--- src/rtl/ksa_pkg.sv ---
// Shared types and constants for the RC4 key-scheduling engine.
package ksa_pkg;

  localparam int unsigned BYTE_W              = 8;
  localparam int unsigned KSA_CYCLES_PER_ITER = 6;

  typedef enum logic [3:0] {
    IDLE,
    INIT,
    RD_I,
    LD_I,
    RD_J,
    LD_J,
    WR_I,
    WR_J,
    DONE
  } ksa_state_e;

endpackage

--- src/rtl/ksa_key_byte_sel.sv ---
// Selects key byte kidx from the latched key vector; byte 0 is the most significant byte.
module ksa_key_byte_sel
  import ksa_pkg::*;
#(
  parameter int unsigned KEY_BYTES = 3,
  parameter int unsigned KW        = 2
) (
  input  logic [BYTE_W*KEY_BYTES-1:0] key,
  input  logic [KW-1:0]               kidx,
  output logic [BYTE_W-1:0]           key_byte
);

  always_comb begin
    key_byte = '0;
    for (int unsigned k = 0; k < KEY_BYTES; k++) begin
      if (kidx == KW'(k)) key_byte = key[BYTE_W*(KEY_BYTES-1-k) +: BYTE_W];
    end
  end

endmodule

--- src/rtl/ksa_engine.sv ---
// RC4 key-scheduling engine: initialises S[i]=i, then optionally runs the KSA swap loop
// against a single-port S memory with one-cycle read latency.
module ksa_engine
  import ksa_pkg::*;
#(
  parameter int unsigned N         = 256,
  parameter int unsigned KEY_BYTES = 3
) (
  input  logic                        clk,
  input  logic                        reset,
  input  logic                        start,
  input  logic                        init_only,
  input  logic [BYTE_W*KEY_BYTES-1:0] key,
  output logic [$clog2(N)-1:0]        s_address,
  output logic [BYTE_W-1:0]           s_data,
  output logic                        s_wren,
  input  logic [BYTE_W-1:0]           s_q,
  output logic                        busy,
  output logic                        done
);

  localparam int unsigned AW = $clog2(N);
  localparam int unsigned KW = (KEY_BYTES > 1) ? $clog2(KEY_BYTES) : 1;
  localparam logic [AW-1:0] I_LAST = AW'(N - 1);
  localparam logic [KW-1:0] K_LAST = KW'(KEY_BYTES - 1);

  ksa_state_e                  state;
  logic [AW-1:0]               i;
  logic [AW-1:0]               j;
  logic [AW-1:0]               j_next;
  logic [KW-1:0]               kidx;
  logic [BYTE_W-1:0]           si;
  logic [BYTE_W-1:0]           sj;
  logic [BYTE_W-1:0]           key_byte;
  logic [BYTE_W*KEY_BYTES-1:0] key_q;
  logic                        init_only_q;

  ksa_key_byte_sel #(
    .KEY_BYTES(KEY_BYTES),
    .KW       (KW)
  ) u_key_byte_sel (
    .key     (key_q),
    .kidx    (kidx),
    .key_byte(key_byte)
  );

  // Sum in 8 bits, then keep the low AW bits: equivalent to mod N for power-of-2 N.
  assign j_next = AW'(BYTE_W'(j) + s_q + key_byte);

  always_ff @(posedge clk) begin
    if (reset) begin
      state       <= IDLE;
      i           <= '0;
      j           <= '0;
      kidx        <= '0;
      si          <= '0;
      sj          <= '0;
      key_q       <= '0;
      init_only_q <= 1'b0;
    end else begin
      case (state)
        IDLE: begin
          if (start) begin
            key_q       <= key;
            init_only_q <= init_only;
            i           <= '0;
            j           <= '0;
            kidx        <= '0;
            state       <= INIT;
          end
        end
        INIT: begin
          if (i == I_LAST) begin
            i     <= '0;
            state <= init_only_q ? DONE : RD_I;
          end else begin
            i <= i + 1'b1;
          end
        end
        RD_I: state <= LD_I;
        LD_I: begin
          si    <= s_q;
          j     <= j_next;
          state <= RD_J;
        end
        RD_J: state <= LD_J;
        LD_J: begin
          sj    <= s_q;
          state <= WR_I;
        end
        WR_I: state <= WR_J;
        WR_J: begin
          if (i == I_LAST) begin
            state <= DONE;
          end else begin
            i     <= i + 1'b1;
            kidx  <= (kidx == K_LAST) ? '0 : kidx + 1'b1;
            state <= RD_I;
          end
        end
        DONE: if (!start) state <= IDLE;
        default: state <= IDLE;
      endcase
    end
  end

  always_comb begin
    s_address = '0;
    s_data    = '0;
    s_wren    = 1'b0;
    case (state)
      INIT: begin
        s_address = i;
        s_data    = BYTE_W'(i);
        s_wren    = 1'b1;
      end
      RD_I: s_address = i;
      RD_J: s_address = j;
      WR_I: begin
        s_address = i;
        s_data    = sj;
        s_wren    = 1'b1;
      end
      WR_J: begin
        s_address = j;
        s_data    = si;
        s_wren    = 1'b1;
      end
      default: ;
    endcase
  end

  assign busy = (state != IDLE) && (state != DONE);
  assign done = (state == DONE);

endmodule
--- config.mk ---
export PLATFORM = sky130hd
export DESIGN_NAME = ksa_engine
export DESIGN_NICKNAME = d
export VERILOG_FILES = /design/src/rtl/ksa_pkg.sv /design/src/rtl/ksa_key_byte_sel.sv /design/src/rtl/ksa_engine.sv
export SDC_FILE = /design/constraint.sdc
export NUM_CORES = 1
export LEC_CHECK = 0
export ABC_AREA = 0
export CAP_MARGIN = 20
export CORE_ASPECT_RATIO = 0.8
export CORE_MARGIN = 2
export CORE_UTILIZATION = 53
export CTS_CLUSTER_SIZE = 12
export DETAILED_ROUTE_END_ITERATION = 10
export GPL_TIMING_DRIVEN = 0
export PLACE_DENSITY = 0.79
export SKIP_CTS_REPAIR_TIMING = 1
export SLEW_MARGIN = 25
export SYNTH_ARGS = -nofsm -noshare
export SYNTH_HDL_FRONTEND = slang
export SYNTH_SLANG_ARGS = --single-unit
export TNS_END_PERCENT = 10
--- constraint.sdc ---
create_clock -name clk -period 3.3 [get_ports clk]
set_clock_uncertainty 0.15 [all_clocks]
set_input_delay 0.825 -clock clk [delete_from_list [all_inputs] [get_ports clk]]
set_output_delay 0.825 -clock clk [all_outputs]
set_load 0.05 [all_outputs]
# After elaboration in Yosys (flattened, before gate mapping)
# Index checks and enable logic that the tools add are counted.
# op_classes
n_addsub	4
eq_ne	16
n_mux	21
reduce_logical	15
# ops
operator	count
$mux 8	6
$pmux 8 s3	2
$pmux 4 s9	1
$pmux 8 s2	2
$mux 4	5
$add 8x8->8	2
$eq 4x3->1 const B	4
$reduce_and 3->1	3
$add 8x1->8 const B	1
$eq 4x2->1 const B	2
$eq 8x8->1 const B	1
$ne 2x2->1 const B	4
$mux 2	3
$reduce_or 3->1	2
$eq 4x1->1 const B	1
$eq 4x4->1 const B	1
$logic_not 4->1	1
$ne 4x4->1 const B	1
$pmux 2 s2	1
$reduce_and 2->1	2
$reduce_bool 2->1	2
$reduce_bool 4->1	1
$reduce_bool 3->1	1
$add 2x1->2 const B	1
other kinds (6)	6
# totals
register_bits	63
inputBits	36
output_inout_bits	19
wordCells	64

# Logic depth before layout (Yosys ltp)
# Gate-level depths: netlist of run 1.
# depth
ltp_word	6
depth_mapped	13
depth_no_buf	12

# Cells and area by module
# A second synthesis of run 1 with hierarchy kept.
# hier_totals
cells_unflattened	413
hier_area_um2	3449.6
# modules_own_cells
mod	instances	cells_per_inst	area_each_um2	seq_area_each_um2
ksa_engine	1	393	3251.9	1261.2
ksa_key_byte_sel	1	20	197.7	0.0

# Worst setup path after synthesis of run 1
# Ideal clock, no wire load.
# synth_timing
path_type	register to output
startpoint	register state[2]
endpoint	output s_address[6]
t_arrival_ns	2.106
required_ns	2.325
path_slack_ns	0.219
path_stages_with_launch	7
path_buffers	2
cell_sequence	dfxtp_1 buf_2 buf_2 nand2_1 o21ai_0 nor2_1 a311oi_1
# synth_via
elab_chain_len	3
elab_cells_between_ends	8
classes_between	eq/ne (5); mux (1); reduce/logical (2)
# synth_lines
item	line_no	text
start, declared	ksa_engine.sv:27	ksa_state_e state;
start signal, assigned	ksa_engine.sv:75	state <= init_only_q ? DONE : RD_I;
$eq 4x3->1, or another cell as far along	ksa_engine.sv:111	case (state)
$reduce_or 3->1 (no source line) or $reduce_or 2->1 (tied branches)	-	
$pmux 8 s2 (*)	ksa_engine.sv:111	
end, declared	ksa_engine.sv:14	output logic [$clog2(N)-1:0] s_address,
# Mark *: on every way between the ends. The rest lies on a longest branch, timed or not.

# Worst setup path in the final report of run 1
# layout_timing
startpoint	register state[3]
endpoint	output s_data[1]
# layout_via
elab_chain_len	2
elab_cells_between_ends	4
classes_between	eq/ne (3); mux (1)
# layout_lines
item	line_no	text
$eq 4x3->1 or $eq 4x1->1 (tied branches)	ksa_engine.sv:111	
$pmux 8 s3 (*)	ksa_engine.sv:111	
end, declared	ksa_engine.sv:15	output logic [BYTE_W-1:0] s_data,
# Marked as above.

==> results of run 1 <==
worst max-delay path by stage:
stage                         from           end
after floorplan           state[2]  s_address[6]
after global placement      s_q[1]          j[7]
after detailed placement   kidx[1]          j[7]
after CTS                 state[2]     s_data[2]
after global routing      state[3]     s_data[1]
final                     state[3]     s_data[1]
power by group:
part           switching [mW]  internal (mW)
Combinational           0.242          0.158
Sequential             0.0291          0.800
Clock                   0.293          0.385
Total                   0.564           1.34
cell usage in the layout, fill, tap and decap left out, types with 2 or more instances in the layout:
cell / count
a211o_1: 2
a211oi_1: 2
a21oi_1: 52
a22oi_1: 15
a311oi_1: 2
a31oi_1: 2
and3_1: 2
buf_2: 10
clkbuf_1: 18
clkbuf_2: 3
clkbuf_8: 11
clkdlybuf4s50_1: 36
dfxtp_1: 63
dlymetal6s2s_1: 14
fa_1: 8
ha_1: 7
inv_1: 7
mux2i_1: 10
nand2_1: 121
nand2b_1: 4
nand3_1: 14
nand4b_1: 2
nor2_1: 34
nor2b_1: 4
nor3_1: 10
nor3b_1: 2
nor4_1: 2
o21ai_0: 8
o21ai_1: 2
or3_1: 2
xnor2_1: 8
xor2_1: 2
worst max-delay path: stages (launching register included):
cell	delay (ns)
dfxtp_1	0.31
buf_2	0.18
and4b_1	0.29
clkbuf_1	0.44
a22oi_1	0.17
nand2_1	0.10
dlymetal6s2s_1	0.41
flip-flops by register name, summed over array words and instances (netlist names):
name and cells:
key_q 24, i 8, j 8, si 8, sj 8, state 4, kidx 2, init_only_q 1
final cells by class:
class,count,share of cell area
plain buffers,29,0.0304
clock buffers,12,0.0367
clock inverters,3,0.0101
inverters,7,0.00621
multi-input cells,340,0.465
flip-flops and latches,63,0.298
well taps,81,0.0239
repair buffers,53,0.130
routing by layer:
metal | global-route usage | routed length, um | vias to the layer above
met4 | 0.0997 | 174 | 0
met1 | 0.370 | 4020 | 1518
met5 | 0 | 0 | -
li1 | - | - | 1627
met2 | 0.444 | 4090 | 143
met3 | 0.0571 | 708 | 18
per-stage QoR:
step	area, um^2	hold slack [ns]	utilization	setup TNS [ns]	instances
final	4230	0.305	0.701	0	588
after CTS	4190	0.307	0.695	-6.42	588
after global routing	4230	0.328	0.701	-0.339	588
after global placement	4000	0.292	0.662	-1.12	573
after floorplan	3360	0.286	-	0	439
after detailed placement	4000	0.298	0.662	-1.56	573
cell families after synthesis:
logic type	share of synthesized area
DFF	0.375
buffers and inverters	0.0450
xor gates and xnor gates	0.0260
adders and majority gates	0.0736
and+or+nand+nor	0.281
AOI/OAI and AO/OA	0.170
muxes	0.0298
==> impl_metrics.py, run 1 <==
metrics = {
    "logic_synthesis": {
        "syn_nets": 490,
        "netlist_area_um2": 3360,
        "synth_edf_count": 0,
        "synth.most_common_cell": "nand2_1",
        "yosysWarnings": 0,
        "synth_commonest_cells": "nand2_1 (121), dfxtp_1 (63), a21oi_1 (52)",
        "yosys.area.top_type": "dfxtp_1",
        "seq_area_frac_synth": 0.375,
        "synth_ff_type": "dfxtp_1",
        "syn_inst": 439,
        "ys_ff_latch": 63,
        "synth_cell_type_count": 49,
        "async_flop_share": 0,
        "synth.area.top_cells": "dfxtp_1 (37%), nand2_1 (13%), a21oi_1 (7.7%)",
        "synth_top_area_share": 0.375,
        "avgSynthCellArea_um2": 7.66,
    },
    "cts": {
        "clockRootBuffer": "clkbuf_8",
        "path_clk_slew_ns": 0.07,
        "cts.sinks": 63,
        "clock_path_buffers": 2,
        "numCtsBuffers": 9,
        "cts_tree": "built",
        "clkLatencyLatePin_ns": 0.35,
        "htree_levels": 3,
    },
    "global_route": {
        "grt_max_degree": 11,
        "grt_pass1_vias": 3099,
        "grt_pass1_wl_um": 14800,
        "antenna_found_initial": 0,
        "grt_overflow": 0,
        "grt_use_total": 0.275,
    },
    "critical_path": {
        "critPathRequiredTime_ns": 2.32,
        "crit_path_max_fanout": 10,
        "reg2reg_from": "kidx[1]",
        "reg2reg_depth": 12,
        "critPathArrivalTime_ns": 2.25,
        "ff2ff_setup_slack_ns": 0.23,
        "crit_path_end_kind": "output pin",
        "path_class": "register to output pin",
        "r2r-end": "j[7]",
        "cp-start-kind": "register",
    },
    "floorplan": {
        "rows": 25,
        "die_h_um": 75.3,
        "dieArea_um2": 7010,
        "fp.coreArea_um2": 6040,
        "ioPinCount": 55,
        "dieWidth_um": 93.1,
        "initial_utilization": 0.557,
    },
    "placed_design": {
        "dpl_worst_slack_ns": -0.289,
        "gp_routability_congestion": 0.954,
        "portBuffers": 53,
        "hpwl_um": 6830,
    },
    "sta": {
        "maxSlewHeadroom": 0.566,
        "max_freq_mhz": 310,
        "fin_crit_ns": 3.22,
        "hold_violations": 0,
        "setup_violations": 0,
        "rsz0062_at_grt": "yes",
        "worst_pin_slew_ns": 0.646,
        "report.final.slew_viol_count": 0,
        "fin_crit_sh": 0.977,
        "worst_slack_ns": 0.0752,
    },
    "job": {
        "cap_violations": 0,
    },
    "pwr": {
        "p_leak_nw": 1.80,
        "p_per_area_nw_per_um2": 450,
        "power.total_mw": 1.91,
        "ir_drop_mv": 0.271,
    },
    "detailed_routing": {
        "viasPerCell": 5.62,
        "remaining_drc_errors": 0,
        "wl_um": 8990,
        "drtAntennaViolNets": 0,
        "dr.pass1.iters": 5,
        "dr.first_iter.drc_count": 279,
        "num_vias": 3306,
        "drt-wirelength-per-cell_um": 15.3,
    },
    "cells_and_area": {
        "drive_gt1_frac": 0.0730,
        "multi_input_area_um2": 1970,
        "fin_nets": 554,
        "n_antenna_cell": 0,
        "syn2layout_area_growth_pct": 25.8,
        "fillers": 504,
        "register_area_um2": 1260,
    },
    "hold_path": {
        "hold_path_class": "register to register",
        "whs_endpoint": "key_q[19]",
        "worstHoldPathCells": 2,
        "holdCritStartpoint": "key_q[19]",
    },
    "run_status": {
        "outcome": "finished clean",
    },
}
No activity file was read; power rests on OpenSTA's default activity.
==> run 2: changes to the inputs <==
--- a/config.mk
+++ b/config.mk
@@ -9,11 +9,11 @@
 export CAP_MARGIN = 20
 export CORE_ASPECT_RATIO = 0.8
 export CORE_MARGIN = 2
-export CORE_UTILIZATION = 53
+export CORE_UTILIZATION = 45
 export CTS_CLUSTER_SIZE = 12
 export DETAILED_ROUTE_END_ITERATION = 10
 export GPL_TIMING_DRIVEN = 0
-export PLACE_DENSITY = 0.79
+export PLACE_DENSITY = 0.69
 export SKIP_CTS_REPAIR_TIMING = 1
 export SLEW_MARGIN = 25
 export SYNTH_ARGS = -nofsm -noshare
==> run 2 against run 1 <==
Compared with the run above:
- die area increased by 17%
- register-to-register slack barely moved
- critical endpoint is now done
- sequential cell count did not move
- final cell count is 1.7% higher
- cell area is 0.50% higher
- maximum frequency rose by 0.58%
- via count decreased by 0.27%
- routed wire length grew 2.9%
==> impl_metrics.py, run 2 (synthesis results as in run 1) <==
metrics = {
    "run_status": {
        "outcome": "finished clean",
    },
    "detailed_routing": {
        "num_vias": 3297,
        "wl_um": 9250,
        "viasPerCell": 5.51,
        "drt-wirelength-per-cell_um": 15.5,
        "drtAntennaViolNets": 0,
        "dr.first_iter.drc_count": 190,
        "remaining_drc_errors": 0,
        "dr.pass1.iters": 6,
    },
    "pwr": {
        "switchingPower_mw": 0.598,
        "power.total_mw": 1.91,
        "clockPowerShare": 0.354,
        "p_leak_nw": 1.82,
        "netSwitchingFraction": 0.314,
        "ir_drop_mv": 0.187,
        "power_frac_comb": 0.211,
        "intPower_mw": 1.31,
        "p_per_area_nw_per_um2": 448,
        "pwr-share-seq": 0.435,
    },
    "cells_and_area": {
        "final_cell_mix": "nand2_1 (121), dfxtp_1 (63), a21oi_1 (52), clkdlybuf4s50_1 (36), nor2_1 (34)",
        "register_area_um2": 1260,
        "fin_nets": 554,
        "final_cell_area_um2": 4250,
        "fillers": 695,
        "largest_register_ffs": 24,
        "top_register": "key_q",
        "stdcell_count": 598,
        "syn2layout_area_growth_pct": 26.4,
        "final_common_cell": "nand2_1",
        "final_util": 0.581,
        "n_antenna_cell": 0,
        "drive_gt1_frac": 0.0807,
        "multi_input_area_um2": 1970,
    },
    "placed_design": {
        "dpl_worst_slack_ns": -0.270,
        "gp_routability_congestion": 0.890,
        "portBuffers": 53,
        "place_area_um2": 4010,
        "placedCellCount": 582,
        "hpwl_um": 6950,
    },
    "job": {
        "cap_violations": 0,
    },
    "sta": {
        "maxSlewHeadroom": 0.555,
        "fin_crit_sh": 0.972,
        "report.final.slew_viol_count": 0,
        "worst_slack_ns": 0.0940,
        "fin_crit_ns": 3.21,
        "timing.hold.ws_ns": 0.304,
        "setup_violations": 0,
        "setup-tns-final_ns": 0,
        "worst_pin_slew_ns": 0.666,
        "max_freq_mhz": 312,
        "hold_violations": 0,
        "rsz0062_at_grt": "yes",
    },
    "critical_path": {
        "crit_buf_inv": 2,
        "crit_path_end_kind": "output pin",
        "cp_slowest_cell": "clkdlybuf4s50_1",
        "critPathArrivalTime_ns": 2.23,
        "path_class": "register to output pin",
        "cp_top_family": "buffers and inverters",
        "crit_path_max_fanout": 10,
        "cp-start-kind": "register",
        "path_cells": "buf_4 -> or3_1 -> nor2_1 -> clkdlybuf4s50_1",
        "critPathMaxStageDelay_ns": 0.82,
        "critPathRequiredTime_ns": 2.32,
    },
    "global_route": {
        "grt_max_degree": 13,
        "grt_overflow": 0,
        "grt_pass1_vias": 3121,
        "grt_use_total": 0.242,
        "grt_pass1_wl_um": 15300,
        "antenna_found_initial": 0,
    },
    "floorplan": {
        "die_h_um": 81.3,
        "ioPinCount": 55,
        "initial_utilization": 0.460,
        "dieWidth_um": 101,
        "fp.coreArea_um2": 7320,
        "rows": 28,
        "dieArea_um2": 8190,
    },
    "cts": {
        "clkLatencyLatePin_ns": 0.35,
        "numCtsBuffers": 9,
        "clockRootBuffer": "clkbuf_8",
        "cts_tree": "built",
        "cts.sinks": 63,
        "htree_levels": 3,
        "path_clk_slew_ns": 0.07,
        "clock_path_buffers": 2,
    },
    "hold_path": {
        "hold_path_class": "register to register",
    },
}
## run 2: cell types whose count changed in the layout (fill, tap and decap cells not counted), sizes merged
cell and change:
clkbuf -4, clkinv +2, clkinvlp +1, dlymetal6s2s +1
inv +1
## run 2: final cells by class
cell class,instances,share of cell area
Buffer,29,0.0312
Clock buffer,9,0.0291
Clock inverter,7,0.0171
Inverter,7,0.00618
Multi-Input combinational cell,340,0.462
Sequential cell,63,0.296
Tap cell,90,0.0265
Timing Repair Buffer,53,0.131
## run 2: worst paths after layout
path	start	to	slack, ns	cells past startpoint
setup / recovery	state[1]	done	0.09	4
hold / removal	key_q[21]	key_q[21]	0.30	2
setup reg to reg	kidx[1]	j[6]	0.22	10
hold reg to reg	key_q[21]	key_q[21]	0.30	2
## run 2: tightest hold or removal path, cell delays in order, from the launching register on
cell     delay (ns)
dfxtp_1        0.31
nand2_1        0.05
a21oi_1        0.05
## run 2: routing by layer
layer  vias to the layer above  share of wire  GRT usage
met5                         -              0          0
met4                         0          0.014     0.0699
met3                        13          0.061     0.0551
met2                       100           0.46      0.369
met1                      1556           0.47      0.341
li1                       1628              -          -
## run 2: power groups by stage
stage,clock network (mW),logic [mW],registers [mW]
2_1_floorplan,0,0.265,0.836
3_5_place_dp,0,0.396,0.846
5_1_grt,0.728,0.447,0.835
6_report,0.675,0.402,0.828
4_1_cts,0.686,0.399,0.829
3_3_place_gp,0,0.388,0.845
